--- config.mk ---
export PLATFORM = sky130hd
export DESIGN_NAME = exe_wb_stage
export DESIGN_NICKNAME = d
export VERILOG_FILES = /design/src/rtl/exe_wb_stage.sv
export SDC_FILE = /design/constraint.sdc
export NUM_CORES = 1
export LEC_CHECK = 0
export CAP_MARGIN = 20
export CORE_MARGIN = 2
export CORE_UTILIZATION = 57
export CTS_CLUSTER_SIZE = 14
export DETAILED_ROUTE_END_ITERATION = 16
export GPL_TIMING_DRIVEN = 1
export PLACE_DENSITY = 0.92
export SKIP_CTS_REPAIR_TIMING = 1
export SLEW_MARGIN = 20
export SYNTH_ARGS = -nofsm -noshare
export SYNTH_HDL_FRONTEND = slang
export SYNTH_SLANG_ARGS = --single-unit
--- constraint.sdc ---
create_clock -name clk -period 4.4 [get_ports clk]
set_input_delay 0.66 -clock clk [delete_from_list [all_inputs] [get_ports clk]]
set_output_delay 0.66 -clock clk [all_outputs]
set_load 0.01 [all_outputs]
--- src/rtl/exe_wb_stage.sv ---
// Execute stage with EXE/WB pipeline register.
// Single-cycle ALU ops plus an iterative shift-add multiply that stalls upstream.
module exe_wb_stage #(
    parameter int DSIZE = 16,
    parameter int ASIZE = 4
) (
    input  logic             clk,
    input  logic             rst,
    input  logic [DSIZE-1:0] rdata1_in,
    input  logic [DSIZE-1:0] rdata2_in,
    input  logic [DSIZE-1:0] imm_in,
    input  logic [2:0]       opcode_in,
    input  logic             alusrc_in,
    input  logic [ASIZE-1:0] waddr_in,
    output logic [DSIZE-1:0] alu_result_out,
    output logic [ASIZE-1:0] waddr_out,
    output logic             wen_out,
    output logic             stall
);

    localparam int CW = $clog2(DSIZE + 1);

    localparam logic [2:0] OP_NOP = 3'b000;
    localparam logic [2:0] OP_ADD = 3'b001;
    localparam logic [2:0] OP_SUB = 3'b010;
    localparam logic [2:0] OP_AND = 3'b011;
    localparam logic [2:0] OP_OR  = 3'b100;
    localparam logic [2:0] OP_XOR = 3'b101;
    localparam logic [2:0] OP_SLT = 3'b110;
    localparam logic [2:0] OP_MUL = 3'b111;

    typedef enum logic [1:0] {
        IDLE = 2'd0,
        BUSY = 2'd1,
        DONE = 2'd2
    } state_t;

    state_t           state_q, state_d;
    logic [CW-1:0]    cnt_q, cnt_d;
    logic [DSIZE-1:0] mcand_q, mcand_d;
    logic [DSIZE-1:0] mplier_q, mplier_d;
    logic [DSIZE-1:0] acc_q, acc_d;
    logic [ASIZE-1:0] mwa_q, mwa_d;
    logic [DSIZE-1:0] res_q, res_d;
    logic [ASIZE-1:0] wa_q, wa_d;
    logic             wen_q, wen_d;

    logic [DSIZE-1:0] opb;
    logic [DSIZE-1:0] alu;

    assign opb = alusrc_in ? imm_in : rdata2_in;

    // Single-cycle ALU; NOP and MUL produce zero here.
    always_comb begin
        alu = '0;
        unique case (opcode_in)
            OP_ADD:  alu = rdata1_in + opb;
            OP_SUB:  alu = rdata1_in - opb;
            OP_AND:  alu = rdata1_in & opb;
            OP_OR:   alu = rdata1_in | opb;
            OP_XOR:  alu = rdata1_in ^ opb;
            OP_SLT:  alu = {{(DSIZE-1){1'b0}},
                            $signed(rdata1_in) < $signed(opb)};
            default: alu = '0;
        endcase
    end

    // Multiply FSM next state, stall and output-register next values.
    always_comb begin
        state_d  = state_q;
        cnt_d    = cnt_q;
        mcand_d  = mcand_q;
        mplier_d = mplier_q;
        acc_d    = acc_q;
        mwa_d    = mwa_q;
        res_d    = '0;
        wa_d     = '0;
        wen_d    = 1'b0;
        stall    = 1'b0;
        unique case (state_q)
            IDLE: begin
                if (opcode_in == OP_MUL) begin
                    stall    = 1'b1;
                    mcand_d  = rdata1_in;
                    mplier_d = opb;
                    mwa_d    = waddr_in;
                    acc_d    = '0;
                    cnt_d    = '0;
                    state_d  = BUSY;
                end else begin
                    res_d = alu;
                    wa_d  = waddr_in;
                    wen_d = (opcode_in != OP_NOP);
                end
            end
            BUSY: begin
                stall = 1'b1;
                if (mplier_q[0]) begin
                    acc_d = acc_q + mcand_q;
                end
                mcand_d  = mcand_q << 1;
                mplier_d = mplier_q >> 1;
                cnt_d    = cnt_q + CW'(1);
                if (cnt_q == CW'(DSIZE - 1)) begin
                    state_d = DONE;
                end
            end
            DONE: begin
                res_d   = acc_q;
                wa_d    = mwa_q;
                wen_d   = 1'b1;
                state_d = IDLE;
            end
            default: state_d = IDLE;
        endcase
    end

    // State, multiply datapath and EXE/WB register update.
    always_ff @(posedge clk) begin
        if (rst) begin
            state_q  <= IDLE;
            cnt_q    <= '0;
            mcand_q  <= '0;
            mplier_q <= '0;
            acc_q    <= '0;
            mwa_q    <= '0;
            res_q    <= '0;
            wa_q     <= '0;
            wen_q    <= 1'b0;
        end else begin
            state_q  <= state_d;
            cnt_q    <= cnt_d;
            mcand_q  <= mcand_d;
            mplier_q <= mplier_d;
            acc_q    <= acc_d;
            mwa_q    <= mwa_d;
            res_q    <= res_d;
            wa_q     <= wa_d;
            wen_q    <= wen_d;
        end
    end

    assign alu_result_out = res_q;
    assign waddr_out      = wa_q;
    assign wen_out        = wen_q;

endmodule

==> impl_metrics.tcl <==
set metrics [dict create \
    status "completed" \
    maxCapViolCount 0 \
    synth_top_area_share_pct 24.93 \
    rsz0062_at_grt "false" \
    synth_edf_count 0 \
    synthArstFlopShare_pct 0 \
    r2r_end "acc_q[14]" \
    drc 0 \
    row_count 38 \
    hp-start "mplier_q[8]" \
    min_path_type "register to register" \
    hold_depth 2 \
    die_w_um 110.2 \
    fmax_ghz 0.2621 \
    design_area_mm2 0.007609 \
    stdcell_count 1039 \
    syn_avg_cell_area_um2 7.684 \
    drt.antenna.violating_nets 0 \
    grtUsageMet1_pct 43.02 \
    grt_pass1_wl_um 30570 \
    crit_path_start_kind "input port" \
    post-route-period-util_pct 86.71 \
    placed_cell_area_mm2 0.007320 \
    cts_buffer_depth 2 \
    cts.clk_slew.worst_paths_ns 0.06 \
    multiInputGateArea_mm2 0.004412 \
    min_to "mplier_q[7]" \
    fillers 897 \
    period_minus_slack_ns 3.815 \
    cts_tree "yes" \
    use_met3_pct 4.527 \
    setup_viol 0 \
    vias_per_cell 6.268 \
    peakVddDrop_v 0.0002344 \
    worst_pin_slew_ns 1.056 \
    seq_area_mm2 0.001602 \
    hpwl_um 14500 \
    yosysWarnings 0 \
    required_ns 4.68 \
    critical_path.cell_chain "clkdlybuf4s50_1 -> mux2i_1 -> inv_1 -> ha_1 -> inv_1 -> fa_1 -> nor2b_1 -> o311ai_1 -> a21oi_1 -> a2111oi_0 -> a2111o_1 -> nand3_1 -> a21oi_1" \
    grt_overflow 0 \
    crit_path_max_incr_delay_ns 0.73 \
    synthDistinctLibCells 73 \
    grt.total_usage_pct 32.72 \
    use_met2_pct 51.71 \
    ios 80 \
    first_global_vias 6069 \
    finalWirelength_um 19140 \
    finalHoldWorstSlack_ns 0.4550 \
    cts-root-buf "clkbuf_16" \
    power_leakage_nw 3.180 \
    syn_nets 967 \
    relSlewSlack_pct 29.03 \
    fin_skew_ns 0.007369 \
    power_density_mw_per_mm2 286.8 \
    worstRegToRegCells 9 \
    r2r-start "acc_q[0]" \
    drive_gt1_share_pct 5.562 \
    drtPass1Iterations 5 \
    gp_congestion 1.008 \
    yosys-top-cells-area "dfxtp_1, ha_1, a21oi_1" \
    wl_per_cell_um 18.42 \
    dr_total_vias 6512 \
    drt_iter0_drc 517 \
    crit_slowest_cell "clkdlybuf4s50_1" \
    dp.cells 1023 \
    synthFlopType "dfxtp_1" \
    insertion_delay_ns 0.35 \
    antenna_found_initial 0 \
    crit_type "input port to register" \
    die_area_mm2 0.01214 \
    ys_seq_elements 80 \
    layout.nets 1025 \
    ys_top_cells_by_count "nand2_1, a21oi_1, dfxtp_1, nor2_1, ha_1" \
    area.growth.synth_to_final_pct 18.45 \
    worstPathArrival_ns 4.09 \
    synth_area_mm2 0.006424 \
    syn_inst 836 \
    grt_max_degree 53 \
    start_util_pct 58.74 \
    hold_violations 0 \
    setup_tns_ns 0 \
    r2r_setup_slack_ns 1.73 \
    end_kind "register" \
    io_buffers 79 \
    cts_made_buffers 9 \
    crit_path_max_fanout 8 \
    synth.most_common_cell "nand2_1" \
    diodes 0 \
    synth_top_area_cell "dfxtp_1" \
    cts-htree-levels 3 \
    ys_seq_area_share_pct 24.93 \
    slew_violations 0 \
    core_area_mm2 0.01094 \
    cts.sinks 80 \
    die_y_um 110.2 \
    top_usage_layer "met2" \
]
worst max-delay path by stage:
stage / cells past startpoint / startpoint / slack, ns / end
floorplan: 11 / alusrc_in / 1.06 / alu_result_out[15]
global placement: 13 / alusrc_in / 0.35 / alu_result_out[10]
detailed placement: 11 / alusrc_in / 0.29 / alu_result_out[15]
CTS: 13 / alusrc_in / 0.64 / alu_result_out[10]
global route: 13 / alusrc_in / 0.25 / alu_result_out[10]
finish: 13 / alusrc_in / 0.58 / alu_result_out[10]
metrics by stage:
| stage | setup slack, ns | utilization [%] | total power, mW |
|---|---|---|---|
| 2_1_floorplan | 1.064 | - | 1.215 |
| 3_3_place_gp | 0.3540 | 66.93 | 1.428 |
| 3_5_place_dp | 0.2855 | 66.93 | 1.434 |
| 4_1_cts | 0.6434 | 69.58 | 2.171 |
| 5_1_grt | 0.2530 | 69.58 | 2.277 |
| 6_report | 0.5846 | 69.58 | 2.182 |
sequential cells by signal (all words and copies together), names as in the netlist:
register	cells
cnt_q	5
mcand_q	16
acc_q	16
mwa_q	4
waddr_out	4
mplier_q	16
state_q	2
alu_result_out	16
wen_out	1
report_power, final:
part	switching, mW	total, mW	internal [mW]
combinational	0.379	0.655	0.276
clock	0.340	0.746	0.406
sequential	0.0222	0.782	0.760
total	0.741	2.18	1.44
critical path, delay by kind of cell:
kind / cells / cell delay, ns
fa+ha+maj: 2 / 0.59
buf+inv: 3 / 0.90
mux: 1 / 0.21
simple gates: 2 / 0.26
compound gates: 5 / 1.48
final cells by class:
class | count | area share, %
inverter | 52 | 2.565
tap | 140 | 2.302
clock inverter | 6 | 0.6578
clock buffer | 10 | 3.141
sequential | 80 | 21.05
multi-input combinational | 652 | 57.98
timing repair buffer | 99 | 12.30
routing by layer:
layer	part of all wire, %	up-vias	wire length (um)
met4	4.7	0	891
met5	0	-	0
met1	42	2992	8118
li1	-	3121	-
met2	45	338	8525
met3	8.4	61	1599
placed cells by master, fill, tap and decap left out, types with 11 or more instances in the layout:
cell type / count
nor2b_1: 14
inv_1: 51
a21oi_1: 86
o21ai_0: 31
dfxtp_1: 80
a22o_1: 11
xnor2_1: 21
mux2i_1: 17
nand2_1: 113
nor2_1: 71
ha_1: 70
clkdlybuf4s50_1: 78
o211ai_1: 28
nand2b_1: 11
a22oi_1: 17
buf_4: 20
a311oi_1: 18
logic make-up (layout without fill, tap and decap cells):
| family | count (synthesis) | in the layout | synth area share [%] |
|---|---|---|---|
| AO/OA/AOI/OAI | 277 | 277 | 29.55 |
| XOR/XNOR | 31 | 31 | 4.227 |
| adder cells (fa/ha/maj) | 73 | 73 | 14.57 |
| buffers and inverters | 104 | 167 | 6.466 |
| flip-flops | 80 | 80 | 24.93 |
| multiplexers | 18 | 18 | 2.824 |
| AND/OR/NAND/NOR | 253 | 253 | 17.43 |
(Power assumes the default switching activity.)
